$ cat src/rtl/hp_rx_pkg.sv
// Shared types and helpers for the HP receive word aligner.
package hp_rx_pkg;

  // Aligner state: search for a sync byte, confirm its period, then track it.
  typedef enum logic [1:0] {
    StHunt   = 2'd0,
    StVerify = 2'd1,
    StLocked = 2'd2
  } align_state_e;

  localparam logic [7:0]  DefaultSyncWord = 8'hBC;
  localparam int unsigned DefaultFrameLen = 64;

  // Bits needed to hold the values 0..n-1; never narrower than one bit.
  function automatic int unsigned cnt_width(input int unsigned n);
    if (n <= 2) begin
      return 1;
    end
    return $clog2(n);
  endfunction

endpackage

$ cat src/rtl/hp_sync_matcher.sv
// Combinational sync-byte search across all eight bit offsets of a 16-bit window.
module hp_sync_matcher
  import hp_rx_pkg::*;
(
  input  logic [15:0] i_win,
  input  logic [7:0]  i_sync_word,
  output logic [7:0]  o_hit,
  output logic        o_any_hit,
  output logic [2:0]  o_hit_idx
);

  // Candidate at offset k starts k bits after the window's earliest bit.
  always_comb begin
    o_hit = '0;
    for (int k = 0; k < 8; k++) begin
      o_hit[k] = (i_win[15-k -: 8] == i_sync_word);
    end
  end

  assign o_any_hit = |o_hit;

  // Priority pick of the lowest matching offset; scanning downward lets the lowest win.
  always_comb begin
    o_hit_idx = '0;
    for (int k = 7; k >= 0; k--) begin
      if (o_hit[k]) begin
        o_hit_idx = 3'(k);
      end
    end
  end

endmodule

$ cat src/rtl/hp_rx_word_aligner.sv
// Finds the bit offset of a periodic sync byte in deserialized words, locks onto it and
// emits byte-aligned data with frame-start and lock status plus a missed-sync counter.
module hp_rx_word_aligner
  import hp_rx_pkg::*;
#(
  parameter logic [7:0]  SYNC_WORD    = DefaultSyncWord,
  parameter int unsigned FRAME_LEN    = DefaultFrameLen,
  parameter int unsigned LOCK_COUNT   = 4,
  parameter int unsigned UNLOCK_COUNT = 3
) (
  input  logic        i_rx_clk,
  input  logic        i_free_run_rst_n,
  input  logic [7:0]  i_rx_data,
  input  logic        i_rx_en,
  output logic [7:0]  o_data_out,
  output logic        o_data_valid,
  output logic        o_sof,
  output logic        o_locked,
  output logic [2:0]  o_bit_offset,
  output logic [15:0] o_sync_err_cnt
);

  localparam int unsigned PosW  = cnt_width(FRAME_LEN);
  localparam int unsigned GoodW = cnt_width(LOCK_COUNT);
  localparam int unsigned MissW = cnt_width(UNLOCK_COUNT);

  localparam logic [PosW-1:0]  PosLast  = PosW'(FRAME_LEN - 1);
  localparam logic [GoodW-1:0] GoodLast = GoodW'(LOCK_COUNT - 1);
  localparam logic [MissW-1:0] MissLast = MissW'(UNLOCK_COUNT - 1);

  align_state_e     r_state, w_state_nxt;
  logic [PosW-1:0]  r_pos, w_pos_nxt;
  logic [GoodW-1:0] r_good, w_good_nxt;
  logic [MissW-1:0] r_miss, w_miss_nxt;
  logic [7:0]       r_prev, w_prev_nxt;
  logic             r_primed, w_primed_nxt;
  logic [2:0]       r_bit_offset, w_bit_offset_nxt;
  logic [7:0]       r_data_out, w_data_out_nxt;
  logic             r_data_valid, w_data_valid_nxt;
  logic             r_sof, w_sof_nxt;
  logic             r_locked, w_locked_nxt;
  logic [15:0]      r_err, w_err_nxt;

  logic [15:0] w_win;
  logic [7:0]  w_hit;
  logic        w_any_hit;
  logic [2:0]  w_hit_idx;
  logic        w_slot;
  logic        w_sel_hit;
  logic [7:0]  w_sel_byte;

  assign w_win      = {r_prev, i_rx_data};
  assign w_slot     = (r_pos == '0);
  assign w_sel_hit  = w_hit[r_bit_offset];
  // Shift the chosen candidate down into the low byte of the window.
  assign w_sel_byte = 8'(w_win >> (4'd8 - {1'b0, r_bit_offset}));

  hp_sync_matcher u_matcher (
    .i_win       (w_win),
    .i_sync_word (SYNC_WORD),
    .o_hit       (w_hit),
    .o_any_hit   (w_any_hit),
    .o_hit_idx   (w_hit_idx)
  );

  // Next-state, counter and output-register logic; nothing advances without rx_en.
  always_comb begin
    w_state_nxt      = r_state;
    w_pos_nxt        = r_pos;
    w_good_nxt       = r_good;
    w_miss_nxt       = r_miss;
    w_prev_nxt       = r_prev;
    w_primed_nxt     = r_primed;
    w_bit_offset_nxt = r_bit_offset;
    w_data_out_nxt   = r_data_out;
    w_data_valid_nxt = 1'b0;
    w_sof_nxt        = 1'b0;
    w_err_nxt        = r_err;

    if (i_rx_en) begin
      w_prev_nxt   = i_rx_data;
      w_primed_nxt = 1'b1;
      w_pos_nxt    = (r_pos == PosLast) ? '0 : r_pos + 1'b1;

      // The very first word after reset only fills the window.
      if (r_primed) begin
        unique case (r_state)
          StHunt: begin
            if (w_any_hit) begin
              w_bit_offset_nxt = w_hit_idx;
              w_pos_nxt        = PosW'(1);
              w_good_nxt       = GoodW'(1);
              if (LOCK_COUNT == 1) begin
                w_state_nxt = StLocked;
                w_miss_nxt  = '0;
              end else begin
                w_state_nxt = StVerify;
              end
            end
          end

          StVerify: begin
            if (w_slot) begin
              if (w_sel_hit) begin
                if (r_good == GoodLast) begin
                  w_state_nxt = StLocked;
                  w_miss_nxt  = '0;
                end else begin
                  w_good_nxt = r_good + 1'b1;
                end
              end else begin
                w_state_nxt = StHunt;
              end
            end
          end

          StLocked: begin
            w_data_out_nxt   = w_sel_byte;
            w_data_valid_nxt = 1'b1;
            w_sof_nxt        = w_slot;
            if (w_slot) begin
              if (w_sel_hit) begin
                w_miss_nxt = '0;
              end else begin
                if (r_err != 16'hFFFF) begin
                  w_err_nxt = r_err + 16'd1;
                end
                if (r_miss == MissLast) begin
                  w_state_nxt = StHunt;
                  w_miss_nxt  = '0;
                end else begin
                  w_miss_nxt = r_miss + 1'b1;
                end
              end
            end
          end

          default: begin
            w_state_nxt = StHunt;
          end
        endcase
      end
    end

    w_locked_nxt = (w_state_nxt == StLocked);
  end

  // State register with synchronous active-low reset.
  always_ff @(posedge i_rx_clk) begin
    if (!i_free_run_rst_n) begin
      r_state  <= StHunt;
      r_locked <= 1'b0;
    end else begin
      r_state  <= w_state_nxt;
      r_locked <= w_locked_nxt;
    end
  end

  // Window history, frame position, lock/miss counters and registered outputs.
  always_ff @(posedge i_rx_clk) begin
    if (!i_free_run_rst_n) begin
      r_pos        <= '0;
      r_good       <= '0;
      r_miss       <= '0;
      r_prev       <= '0;
      r_primed     <= 1'b0;
      r_bit_offset <= '0;
      r_data_out   <= '0;
      r_data_valid <= 1'b0;
      r_sof        <= 1'b0;
      r_err        <= '0;
    end else begin
      r_pos        <= w_pos_nxt;
      r_good       <= w_good_nxt;
      r_miss       <= w_miss_nxt;
      r_prev       <= w_prev_nxt;
      r_primed     <= w_primed_nxt;
      r_bit_offset <= w_bit_offset_nxt;
      r_data_out   <= w_data_out_nxt;
      r_data_valid <= w_data_valid_nxt;
      r_sof        <= w_sof_nxt;
      r_err        <= w_err_nxt;
    end
  end

  assign o_data_out     = r_data_out;
  assign o_data_valid   = r_data_valid;
  assign o_sof          = r_sof;
  assign o_locked       = r_locked;
  assign o_bit_offset   = r_bit_offset;
  assign o_sync_err_cnt = r_err;

endmodule

$ cat config.mk
export PLATFORM = sky130hd
export DESIGN_NAME = hp_rx_word_aligner
export DESIGN_NICKNAME = d
export VERILOG_FILES = /design/src/rtl/hp_rx_pkg.sv /design/src/rtl/hp_sync_matcher.sv /design/src/rtl/hp_rx_word_aligner.sv
export SDC_FILE = /design/constraint.sdc
export NUM_CORES = 1
export LEC_CHECK = 0
export BUFFER_PORTS_ARGS = -buffer_cell sky130_fd_sc_hd__buf_4
export CAP_MARGIN = 20
export CORE_ASPECT_RATIO = 1.75
export CORE_MARGIN = 2
export CORE_UTILIZATION = 30
export CTS_BUF_LIST = sky130_fd_sc_hd__clkbuf_8
export CTS_CLUSTER_SIZE = 40
export DETAILED_ROUTE_END_ITERATION = 10
export PLACE_DENSITY = 0.54
export RECOVER_POWER = 50
export SETUP_SLACK_MARGIN = 0.2
export SLEW_MARGIN = 20
export SYNTH_ARGS = -nofsm -noshare
export SYNTH_HDL_FRONTEND = slang
export SYNTH_SLANG_ARGS = --single-unit
$ cat constraint.sdc
create_clock -name i_rx_clk -period 5.95 [get_ports i_rx_clk]
set_clock_uncertainty 0.1 [all_clocks]
set_input_delay 1.19 -clock i_rx_clk [delete_from_list [all_inputs] [get_ports i_rx_clk]]
set_output_delay 1.19 -clock i_rx_clk [all_outputs]
set_load 0.1 [all_outputs]
==> impl_metrics.yaml <==
cts:
  cts_buffers: 5
  postCtsSetupRepairBufs: 0
  clock_latency_ns: 0.32
  cts_tree: "yes"
  root_buffer: "clkbuf_8"
  clkSlewWorstSetupHoldPaths_ns: 0.09
  htree_levels: 2
  cts_resized: 0
  clkSinkCount: 51
  cts_buffer_depth: 2
  postCtsHoldBufs: 0
pwr:
  pwr-share-comb: 0.080
  switchingPower_w: 0.000163
  power_frac_seq: 0.510
  p_sw_frac: 0.233
  power.internal_w: 0.000536
  vdd_drop_max_v: 0.0000835
  p_leak_nw: 1.22
  p_clk_frac: 0.409
  power.density_mw_per_mm2: 194
yosys:
  synth-seq-cells: 51
  yosysTopAreaCellShare: 0.317
  synth_area_per_cell_um2: 8.53
  syn_inst: 378
  syn_area_mm2: 0.00323
  synthTopCellsByCount: "dfxtp_1, mux2i_1, nand2_1"
  ys_types: 58
  synth_edf_count: 0
  synth_most_common_cell: "dfxtp_1"
  synthFlopType: "dfxtp_1"
  ys_warn_count: 0
  ys_top_cells_by_area: "dfxtp_1, mux2i_1, mux4_2"
  synth_top_area_cell: "dfxtp_1"
  yosysSeqAreaShare: 0.317
  synth_nets: 394
  async_flop_share: 0
floorplanning:
  dieArea_mm2: 0.0116
  design.core.area_mm2: 0.0106
  die_x_um: 82.4
  die_h_um: 141
  initial_core_util: 0.305
  ios: 41
  std_cell_rows: 50
route:
  routedWlPerCell_um: 16.8
  drt_iter0_drc: 130
  drt_first_pass_iters: 4
  detail-route-antenna-nets: 0
  via_per_inst: 5.63
  drcViolationCount: 0
  num_vias: 3002
  routed_wl_um: 8930
setup_path:
  cp_max_fo: 33
  critPathKind: "in -> reg"
  startpoint_type: "primary input"
  end_kind: "register"
  required_ns: 6.09
  worstPathArrival_ns: 3.72
timing:
  fmax_mhz: 279
  min_period_ns: 3.58
  relSlewSlack: -0.123
  setup_viol: 0
  slew_violations: 34
  tns_ns: 0
  period_share: 0.602
  rsz0062_at_grt: "false"
  holdWs_ns: 0.383
  finalHoldViolations: 0
  worstMarginPinSlew_ns: 1.68
placement:
  gp_congestion: 0.917
  dp_hpwl_um: 6550
  io_buffers: 40
global_route:
  grt_pass1_vias: 2881
  grt_pass1_wl_um: 14300
  grt_usage: 0.157
  grt_max_degree: 34
  grt_overflow: 0
  antenna_found_initial: 0
cells_and_area:
  antenna_cells: 0
  layout.nets: 418
  drive_above_1_share: 0.0943
  n_fill_cell: 1153
  syn_to_final_growth_pct: 11.8
run_status:
  status: "finished with violations"
  failed_checks: "capacitance limit, slew limit"
min_path:
  hp-class: "reg -> reg"
run:
  cap_viol_max_count: 1
-- logic make-up (layout without fill, tap and decap cells) --
group                      Yosys count  after routing  synth area share
AOI/OAI and AO/OA                   92             92             0.191
xor gates and xnor gates             3              3           0.00815
adders and majority gates            5              5            0.0194
buffers and inverters               35             60            0.0489
DFF                                 51             51             0.317
muxes                               41             41             0.155
and+or+nand+nor                    151            151             0.261
-- state kept, by name, summed over array words and instances (netlist names) --
signal          cells
o_data_out          8
o_sync_err_cnt     16
r_prev              8
r_good              2
r_primed            1
r_state             2
o_bit_offset        3
o_locked            1
r_miss              2
o_sof               1
o_data_valid        1
r_pos               6
-- power by group through the flow --
stage / Sequential, W / Combinational, W / Clock [W]
4_1_cts: 0.000356 / 0.0000568 / 0.000297
2_1_floorplan: 0.000358 / 0.0000429 / 0
6_report: 0.000357 / 0.0000561 / 0.000286
3_3_place_gp: 0.000364 / 0.0000560 / 0
5_1_grt: 0.000358 / 0.0000620 / 0.000307
3_5_place_dp: 0.000364 / 0.0000567 / 0
-- final timing paths --
| check | from | end | slack [ns] | cells after the start |
|---|---|---|---|---|
| setup / recovery | i_free_run_rst_n | o_sync_err_cnt[15] | 2.37 | 5 |
| hold / removal | o_data_out[1] | o_data_out[1] | 0.38 | 2 |
| setup reg to reg | o_bit_offset[1] | o_data_out[3] | 3.05 | 7 |
| hold reg to reg | o_data_out[1] | o_data_out[1] | 0.38 | 2 |
-- area by class of cell --
class,instances,area (um^2),share of cell area
clock buffers,5,68.8,0.0191
clock inverters,3,63.8,0.0177
inverters,8,30.0,0.00832
multi-input cells,292,2050,0.567
flip-flops and latches,51,1020,0.283
well taps,130,163,0.0451
repair buffers,44,214,0.0593
-- layout by cell type, fill, tap and decap left out, types with 3 or more instances in the layout --
master	Yosys	layout
nand3_1	12	12
a21oi_1	21	21
ha_1	5	5
inv_1	7	8
and3_1	9	9
or3_1	3	3
nand2b_1	5	5
buf_4	1	13
clkbuf_1	15	31
and2_1	5	5
nor2_1	29	29
nand2_1	33	33
clkbuf_8	0	5
o32ai_1	3	3
a31oi_1	6	6
dfxtp_1	51	51
a211oi_1	12	12
or4_1	8	8
mux2i_1	33	33
nor3b_1	5	5
o211ai_1	5	5
nor2b_1	4	4
mux4_2	7	7
o31ai_1	12	12
nor4bb_1	4	4
nand4_1	12	12
nor3_1	6	6
xnor2_1	3	3
o21ai_0	17	17
or2_2	3	3
-- routing by layer --
metal	track usage	up-vias	wire length [um]
met5	0	-	0
met4	0.0614	0	174
met3	0.0192	13	286
met2	0.294	52	4890
met1	0.171	1459	3580
li1	-	1478	-
-- per-stage QoR --
step | cell area [um^2] | utilization | total power, W | instances | worst slack (ns)
2_1_floorplan | 3230 | - | 0.000401 | 378 | 2.59
3_3_place_gp | 3590 | 0.340 | 0.000420 | 525 | 2.27
3_5_place_dp | 3590 | 0.340 | 0.000421 | 525 | 2.17
4_1_cts | 3720 | 0.352 | 0.000710 | 533 | 2.51
5_1_grt | 3610 | 0.341 | 0.000727 | 533 | 2.16
6_report | 3610 | 0.341 | 0.000699 | 533 | 2.37
-- critical path: stages --
cell and delay (ns):
clkbuf_1 0.93, inv_1 0.08, clkbuf_1 0.69, or4_1 0.72, o21ai_0 0.09
(Power assumes the default switching activity.)
